<file path="src/rtl/mips_ctrl_pkg.sv">
// mips_ctrl_pkg: shared constants for the multi-cycle MIPS control unit.
//   - opcode constants for the supported instruction subset
//   - 4-bit controller state encoding
//   - ALUOp and PC-source select codes
//   - decode_next(): DECODE-state dispatch from opcode to the next state
package mips_ctrl_pkg;

    localparam logic [5:0] OP_RTYPE = 6'b000000;
    localparam logic [5:0] OP_LW    = 6'b100011;
    localparam logic [5:0] OP_SW    = 6'b101011;
    localparam logic [5:0] OP_BEQ   = 6'b000100;
    localparam logic [5:0] OP_ADDI  = 6'b001000;
    localparam logic [5:0] OP_J     = 6'b000010;

    typedef enum logic [3:0] {
        S_IDLE,
        S_FETCH,
        S_DECODE,
        S_EXEC_R,
        S_EXEC_I,
        S_ADDR,
        S_MEM_RD,
        S_MEM_WR,
        S_BRANCH,
        S_JUMP,
        S_FAULT
    } state_t;

    localparam logic [1:0] ALU_ADD   = 2'b00;
    localparam logic [1:0] ALU_SUB   = 2'b01;
    localparam logic [1:0] ALU_FUNCT = 2'b10;

    localparam logic [1:0] PC_PLUS4  = 2'b00;
    localparam logic [1:0] PC_BRANCH = 2'b01;
    localparam logic [1:0] PC_JUMP   = 2'b10;

    // Unsupported opcodes fall through to FAULT.
    function automatic state_t decode_next(input logic [5:0] op);
        case (op)
            OP_RTYPE:     return S_EXEC_R;
            OP_LW, OP_SW: return S_ADDR;
            OP_BEQ:       return S_BRANCH;
            OP_ADDI:      return S_EXEC_I;
            OP_J:         return S_JUMP;
            default:      return S_FAULT;
        endcase
    endfunction

endpackage

</file>
<file path="src/rtl/mem_wait_timer.sv">
// mem_wait_timer: counts cycles spent waiting on the memory port.
//   clk, reset_n : clock, asynchronous active-low reset
//   clear        : force the count to 0 (has priority over enable)
//   enable       : increment the count this cycle
//   timeout      : count has reached LIMIT
module mem_wait_timer #(
    parameter int unsigned LIMIT = 15
) (
    input  logic clk,
    input  logic reset_n,
    input  logic clear,
    input  logic enable,
    output logic timeout
);

    localparam logic [7:0] LIMIT_C = 8'(LIMIT);

    logic [7:0] wait_cnt;

    // NOTE: sequential state is updated with non-blocking assignments only,
    // so every flop samples values from before the clock edge.
    always_ff @(posedge clk or negedge reset_n) begin
        if (!reset_n) begin
            wait_cnt <= '0;
        end else if (clear) begin
            wait_cnt <= '0;
        end else if (enable) begin
            wait_cnt <= wait_cnt + 8'd1;
        end
    end

    assign timeout = (wait_cnt == LIMIT_C);

endmodule

</file>
<file path="src/rtl/mips_multicycle_ctrl.sv">
// mips_multicycle_ctrl: multi-cycle control FSM for a small MIPS core.
//   clk, reset_n      : clock, asynchronous active-low reset
//   opcode            : Instruction[31:26] from the IR
//   zero              : ALU zero flag (used in BRANCH)
//   mem_ready         : RAM accepts/completes the current request
//   mem_req/mem_we    : RAM request strobe and write select
//   mem_addr_sel      : 0 = PC, 1 = ALU result as RAM address
//   ir_load, pc_write : IR and PC load strobes; pc_src selects the PC source
//   reg_dst, alu_src, alu_op, reg_write, mem_to_reg : datapath controls
//   fault             : sticky fault, cleared only by reset
//   instr_count       : retired-instruction counter (wraps)
module mips_multicycle_ctrl
    import mips_ctrl_pkg::*;
#(
    parameter int unsigned MEM_TIMEOUT = 15
) (
    input  logic        clk,
    input  logic        reset_n,
    input  logic [5:0]  opcode,
    input  logic        zero,
    input  logic        mem_ready,
    output logic        mem_req,
    output logic        mem_we,
    output logic        mem_addr_sel,
    output logic        ir_load,
    output logic        pc_write,
    output logic [1:0]  pc_src,
    output logic        reg_dst,
    output logic        alu_src,
    output logic [1:0]  alu_op,
    output logic        reg_write,
    output logic        mem_to_reg,
    output logic        fault,
    output logic [31:0] instr_count
);

    state_t state, state_next;
    logic   waiting;
    logic   timeout;
    logic   retire;

    // Count only while stalled in a memory state; any other cycle clears the
    // counter, so each memory state is entered with a zero count.
    assign waiting = ((state == S_FETCH) || (state == S_MEM_RD) || (state == S_MEM_WR))
                     && !mem_ready;

    mem_wait_timer #(.LIMIT(MEM_TIMEOUT)) u_timer (
        .clk     (clk),
        .reset_n (reset_n),
        .clear   (!waiting),
        .enable  (waiting),
        .timeout (timeout)
    );

    always_ff @(posedge clk or negedge reset_n) begin
        if (!reset_n) begin
            state <= S_IDLE;
        end else begin
            state <= state_next;
        end
    end

    // NOTE: every output and state_next gets a default before the case, so no
    // path through the block leaves a value unassigned and no latch is inferred.
    always_comb begin
        state_next   = state;
        mem_req      = 1'b0;
        mem_we       = 1'b0;
        mem_addr_sel = 1'b0;
        ir_load      = 1'b0;
        pc_write     = 1'b0;
        pc_src       = PC_PLUS4;
        reg_dst      = 1'b0;
        alu_src      = 1'b0;
        alu_op       = ALU_ADD;
        reg_write    = 1'b0;
        mem_to_reg   = 1'b0;
        fault        = 1'b0;
        case (state)
            S_IDLE: state_next = S_FETCH;
            S_FETCH: begin
                mem_req = 1'b1;
                if (mem_ready) begin
                    ir_load    = 1'b1;
                    pc_write   = 1'b1;
                    pc_src     = PC_PLUS4;
                    state_next = S_DECODE;
                end else if (timeout) begin
                    state_next = S_FAULT;
                end
            end
            S_DECODE: state_next = decode_next(opcode);
            S_EXEC_R: begin
                reg_dst    = 1'b1;
                alu_op     = ALU_FUNCT;
                reg_write  = 1'b1;
                state_next = S_FETCH;
            end
            S_EXEC_I: begin
                alu_src    = 1'b1;
                reg_write  = 1'b1;
                state_next = S_FETCH;
            end
            S_ADDR: begin
                alu_src    = 1'b1;
                state_next = (opcode == OP_SW) ? S_MEM_WR : S_MEM_RD;
            end
            S_MEM_RD, S_MEM_WR: begin
                mem_req      = 1'b1;
                mem_we       = (state == S_MEM_WR);
                mem_addr_sel = 1'b1;
                alu_src      = 1'b1;
                if (mem_ready) begin
                    reg_write  = (state == S_MEM_RD);
                    mem_to_reg = (state == S_MEM_RD);
                    state_next = S_FETCH;
                end else if (timeout) begin
                    state_next = S_FAULT;
                end
            end
            S_BRANCH: begin
                alu_op     = ALU_SUB;
                if (zero) begin
                    pc_write = 1'b1;
                    pc_src   = PC_BRANCH;
                end
                state_next = S_FETCH;
            end
            S_JUMP: begin
                pc_write   = 1'b1;
                pc_src     = PC_JUMP;
                state_next = S_FETCH;
            end
            S_FAULT: fault = 1'b1;
            default: state_next = S_FAULT;
        endcase
    end

    // An instruction retires on any entry into FETCH except the one out of IDLE.
    assign retire = (state_next == S_FETCH) && (state != S_FETCH) && (state != S_IDLE);

    always_ff @(posedge clk or negedge reset_n) begin
        if (!reset_n) begin
            instr_count <= '0;
        end else if (retire) begin
            instr_count <= instr_count + 32'd1;
        end
    end

endmodule

</file>
<file path="config.mk">
export PLATFORM = sky130hd
export DESIGN_NAME = mips_multicycle_ctrl
export DESIGN_NICKNAME = d
export VERILOG_FILES = /design/src/rtl/mips_ctrl_pkg.sv /design/src/rtl/mem_wait_timer.sv /design/src/rtl/mips_multicycle_ctrl.sv
export SDC_FILE = /design/constraint.sdc
export NUM_CORES = 1
export LEC_CHECK = 0
export CORE_ASPECT_RATIO = 0.5
export CORE_UTILIZATION = 35
export DETAILED_ROUTE_END_ITERATION = 8
export DONT_BUFFER_PORTS = 1
export PLACE_DENSITY = 0.48
export SYNTH_ARGS = -nofsm -noshare
export SYNTH_HDL_FRONTEND = slang
export SYNTH_SLANG_ARGS = --single-unit
</file>
<file path="constraint.sdc">
create_clock -name clk -period 2.2 [get_ports clk]
set_input_delay 0.44 -clock clk [delete_from_list [all_inputs] [get_ports clk]]
set_output_delay 0.44 -clock clk [all_outputs]
set_load 0.1 [all_outputs]
</file>
* After elaboration in Yosys (flattened, before gate mapping)
Cells that the tools add are included.
** Word-level totals
- Flip-flop bits (word level) :: 44
- Latch bits :: 0
- Bits in writable memories :: 0
- Memory bits (read-only) :: 0
- Bits of input ports :: 10
- Output and inout bits :: 46
- Word-level logic and storage cells :: 61
- Memories kept :: 0
** Operators by class
- Add/subtract/negate cells :: 2
- Multipliers :: 0
- Divide/modulo/power cells :: 0
- Order comparisons :: 0
- Equality and inequality tests :: 18
- Shifts and indexed selects :: 0
- Muxes and demuxes :: 23
- Bitwise operators :: 0
- Reductions and logical operators :: 15
** Operators with widths (number)
- 32-bit by 1-bit adder with 32-bit output (second input constant) :: 1
- 4-bit case mux with 6 select lines :: 1
- 4-bit case mux with 5 select lines :: 1
- 4-bit by 3-bit equality test with 1-bit output (second input constant) :: 4
- 1-bit two-way mux :: 13
- 4-bit equality test (second input constant) :: 3
- 6-bit equality test (second input constant) :: 2
- 4-bit two-way mux :: 3
- 8-bit by 1-bit adder with 8-bit output (second input constant) :: 1
- 4-bit by 1-bit equality test with 1-bit output (second input constant) :: 2
- 4-bit by 2-bit equality test with 1-bit output (second input constant) :: 2
- 8-bit by 4-bit equality test with 1-bit output (second input constant) :: 1
- 8-bit two-way mux :: 1
- 2-bit case mux with 2 select lines :: 2
- 6-bit by 2-bit equality test with 1-bit output (second input constant) :: 1
- 6-bit by 3-bit equality test with 1-bit output (second input constant) :: 1
- 6-bit by 4-bit equality test with 1-bit output (second input constant) :: 1
- 6-bit zero test :: 1
- 2-bit OR reduction :: 3
- 5-bit OR reduction :: 1
- 4-bit zero test :: 1
- 4-bit by 1-bit != test with 1-bit output (second input constant) :: 1
- 4-bit nonzero test :: 1
- 4-bit OR reduction :: 1
- 6 further kinds :: 9

* Depth between registers and ports, before layout
- Depth in word-level cells :: 7
- Gate-level depth with buffers :: 8
- Depth with buffers taken out :: 7

* Modules after synthesis
Synthesis repeated with hierarchy kept, for this count alone.
** Unflattened totals
- Cell total of the unflattened synthesis :: 265
- Area total of the unflattened synthesis :: 2691.3 um^2
** By module, submodules not included
- mips_multicycle_ctrl :: times used 1, cells an instance 226, area an instance 2297.2 um^2, seq. area each 900.9 um^2
- mem_wait_timer :: times used 1, cells an instance 39, area an instance 394.1 um^2, seq. area each 200.2 um^2

* Least setup slack after synthesis
OpenSTA, ideal clock, no wires.
- Path kind :: reg2out
- From :: reg state[3]
- To :: out pc_write
- Arrival :: 4679 ps
- Data required time :: 1760 ps
- Path slack :: -2919 ps
- Cell stages (with the launch flop) :: 6
- Buffers on the path :: 1
- Cells stage by stage :: dfrtp_1 -> clkbuf_1 -> nand2b_1 -> nor3_1 -> and2_1 -> or3_1
** On the way
- Longest elaborated chain between the ends :: 2
- Elaborated cells on any way between the ends :: 4
- Classes of those cells :: eq/ne (3); mux (1)
** Ends and longest elaborated chain
- from (decl) :: line mips_multicycle_ctrl.sv:37 : state_t state, state_next;
- from (signal assigned) :: line mips_multicycle_ctrl.sv:59 : state <= state_next;
- 4-bit equality test or 4-bit by 1-bit equality test with 1-bit output (tied branches) :: line mips_multicycle_ctrl.sv:79 : case (state)
- 1-bit case mux with 3 select lines * :: line mips_multicycle_ctrl.sv:79
- to (decl) :: line mips_multicycle_ctrl.sv:26 : output logic pc_write,
Mark *: on every way between the ends. The rest lies on a longest branch, timed or not.

* Final worst setup path
- From :: reg state[1]
- To :: out pc_write
Same word-level chain as after synthesis.

==> results.ini <==
[outcome]
status = complete, but fails checks
violations = negative hold slack

[die]
io_pins = 56
die-width_um = 119
rows = 20
core_um2 = 6330
dieHeight_um = 60.6
start_util_pct = 37.9
dieArea_um2 = 7210

[yosys]
ys_seq_elements = 44
seq_area_frac_synth_pct = 45.9
syn-num-nets = 254
syn_avg_cell_area_um2 = 9.92
synth_area_um2 = 2400
async_reset_ff_share_pct = 100
ys.flop_type = dfrtp_1
ys_types = 42
synth-edff-count = 0
yosys_warnings = 0
synthCells = 242

[route]
vias = 2084
drt-total-wl_mm = 5.89
firstDrtPassIters = 4
wl_per_cell_um = 14.8
ant_nets = 0
via_per_inst = 5.22
drt_iter0_markers = 94
drc = 0

[clocking]
clk_pin_slew_ns = 0.06
clock-root-buffer = clkbuf_16
cts_buffers = 5
cts_max_level = 2
clk_latency_ns = 0.28
cts_tree = done
cts.sinks = 44
clockBufferDepth = 2

[sta]
maxSlewHeadroom_pct = 64.4
timing.final.crit_period_ns = 2.14
fin_skew_ns = 0.00749
finalHoldViolCount = 5
period_share_pct = 97.3
tightest_slew_ns = 0.521
timing.final.ws_setup_ns = 0.0590
setup_viol = 0
fmax_ghz = 0.467
tns_ns = 0
hold_slack_ns = -0.00520
final_max_slew_viol_count = 0

[layout]
areaGrowthSynthToFinish_pct = 42.7
fin_nets = 322
n_antenna_cell = 0
final_util_pct = 54.1
drive_gt1_share_pct = 39.2

[place]
pre_cts_slack_ns = -0.0147
dp_hpwl_mm = 4.17
numPortBuffers = 0
routabilityCongestion = 0.845

[job]
max-cap-violations = 0

[min_path]
hold_class = input port to async pin

[power_and_ir_drop]
p_leak_nw = 1.51
vdd.ir_drop.worst_uv = 532
p_per_area_nw_per_um2 = 1240
power_w = 0.00426

[worst_setup_path]
endpoint_kind = output pin
start_kind = flip-flop
path_class = flip-flop to output pin
crit_arrival_ns = 1.70
critPathMaxFanout = 5
crit_required_ns = 1.76

[global_route]
grt_pass1_vias = 1996
grt_antenna_before_repair = 0
grt_pass1_wl_mm = 9.35
grt_max_degree = 45
gr-total-overflow = 0
gr-usage-all-layers_pct = 16.6

[layout by cell type, fill, tap and decap left out, types with 3 or more instances in the layout]
cell       synthesis  final
buf_4              2     62
xnor2_1           35     35
dfrtp_1           44     31
nand3_1           22     22
nand4_1           17     17
nor2_1            19     16
dfrtp_2            0     13
and3_1            12     11
nand2_1           10      9
and2_1             8      6
nor3_4             1      5
a21oi_1            5      5
clkbuf_16          0      5
buf_6              2      5
o21ai_0            4      4
inv_1              5      4
and4_1             4      4
buf_12             0      4
or3_1              5      3
xor2_1             3      3
[worst paths after layout]
kind / startpoint / to / slack, ns / cells past startpoint
min in group clk: mem_ready / state[3] / 0.43 / 2
hold / removal: reset_n / instr_count[19] / -0.005 / 1
setup / recovery: state[1] / pc_write / 0.06 / 6
max in group asynchronous: reset_n / instr_count[6] / 1.98 / 1
setup reg to reg: state[0] / instr_count[9] / 0.08 / 8
hold reg to reg: u_timer.wait_cnt[0] / u_timer.wait_cnt[0] / 0.47 / 1
[cell type report]
class	instances	area, um2
clock inverter	2	60.1
fill	575	2910
clock buffer	6	129
timing repair buffer	74	662
inverter	5	21.3
multi-input combinational	180	1330
tap	88	110
sequential	44	1120
[power breakdown]
group	internal, W	leakage [nW]	switching (W)	total [W]
logic	0.000769	0.838	0.00155	0.00231
registers	0.000904	0.581	0.0000879	0.000992
clock network	0.000651	0.0911	0.000300	0.000950
[sequential cells by signal, summed over array words and instances (netlist names)]
signal,flops
instr_count,32
u_timer.wait_cnt,8
state,4
[cell families after synthesis]
group	share of synthesized area [%]
xor+xnor	13.9
mux	0.469
simple gates	28.3
buf+inv	3.81
fa+ha+maj	1.04
flops	45.9
compound gates	6.62
[critical path, cell delays in order (launching register included)]
cell and delay, ns:
dfrtp_1 0.40, buf_6 0.14, inv_4 0.05, nand2_2 0.05, or3_4 0.34, nor2_4 0.11
or3_4 0.31
[what timing repair did]
action,in CTS,in global routing
pin swaps,1,4
endpoints found under the setup margin,3,35
gates cloned,0,1
gates resized for setup,3,11
hold buffers,1,0
setup buffers,1,5
endpoints found under the hold margin,44,0
[layer usage]
metal  GRT usage (%)  vias up  part of all wire, %
met4            3.80        0                 0.97
met5               0        -                    0
met3            5.73        8                  6.3
met1            21.0     1015                   46
li1                -     1003                    -
met2            28.1       58                   47
[synthesized netlist by cell type, types with 6 or more instances]
library cell / n / share of area (%)
dfrtp_1: 44 / 46
xnor2_1: 35 / 13
nand3_1: 22 / 4.6
nor2_1: 19 / 3.0
nand4_1: 17 / 4.4
and3_1: 12 / 3.1
nand2_1: 10 / 1.6
and2_1: 8 / 2.1
clkbuf_1: 8 / 1.3
nor3_1: 6 / 1.3
[metrics by stage]
stage	std cells	instance area [um2]	hold slack, ns
5_1_grt	399	3420	0.0107
3_5_place_dp	384	3120	0.145
6_report	399	3420	-0.00520
4_1_cts	393	3340	0.00260
2_1_floorplan	242	2520	0.144
3_3_place_gp	384	3120	0.145
Note: power is estimated with default switching activity, not from simulation.
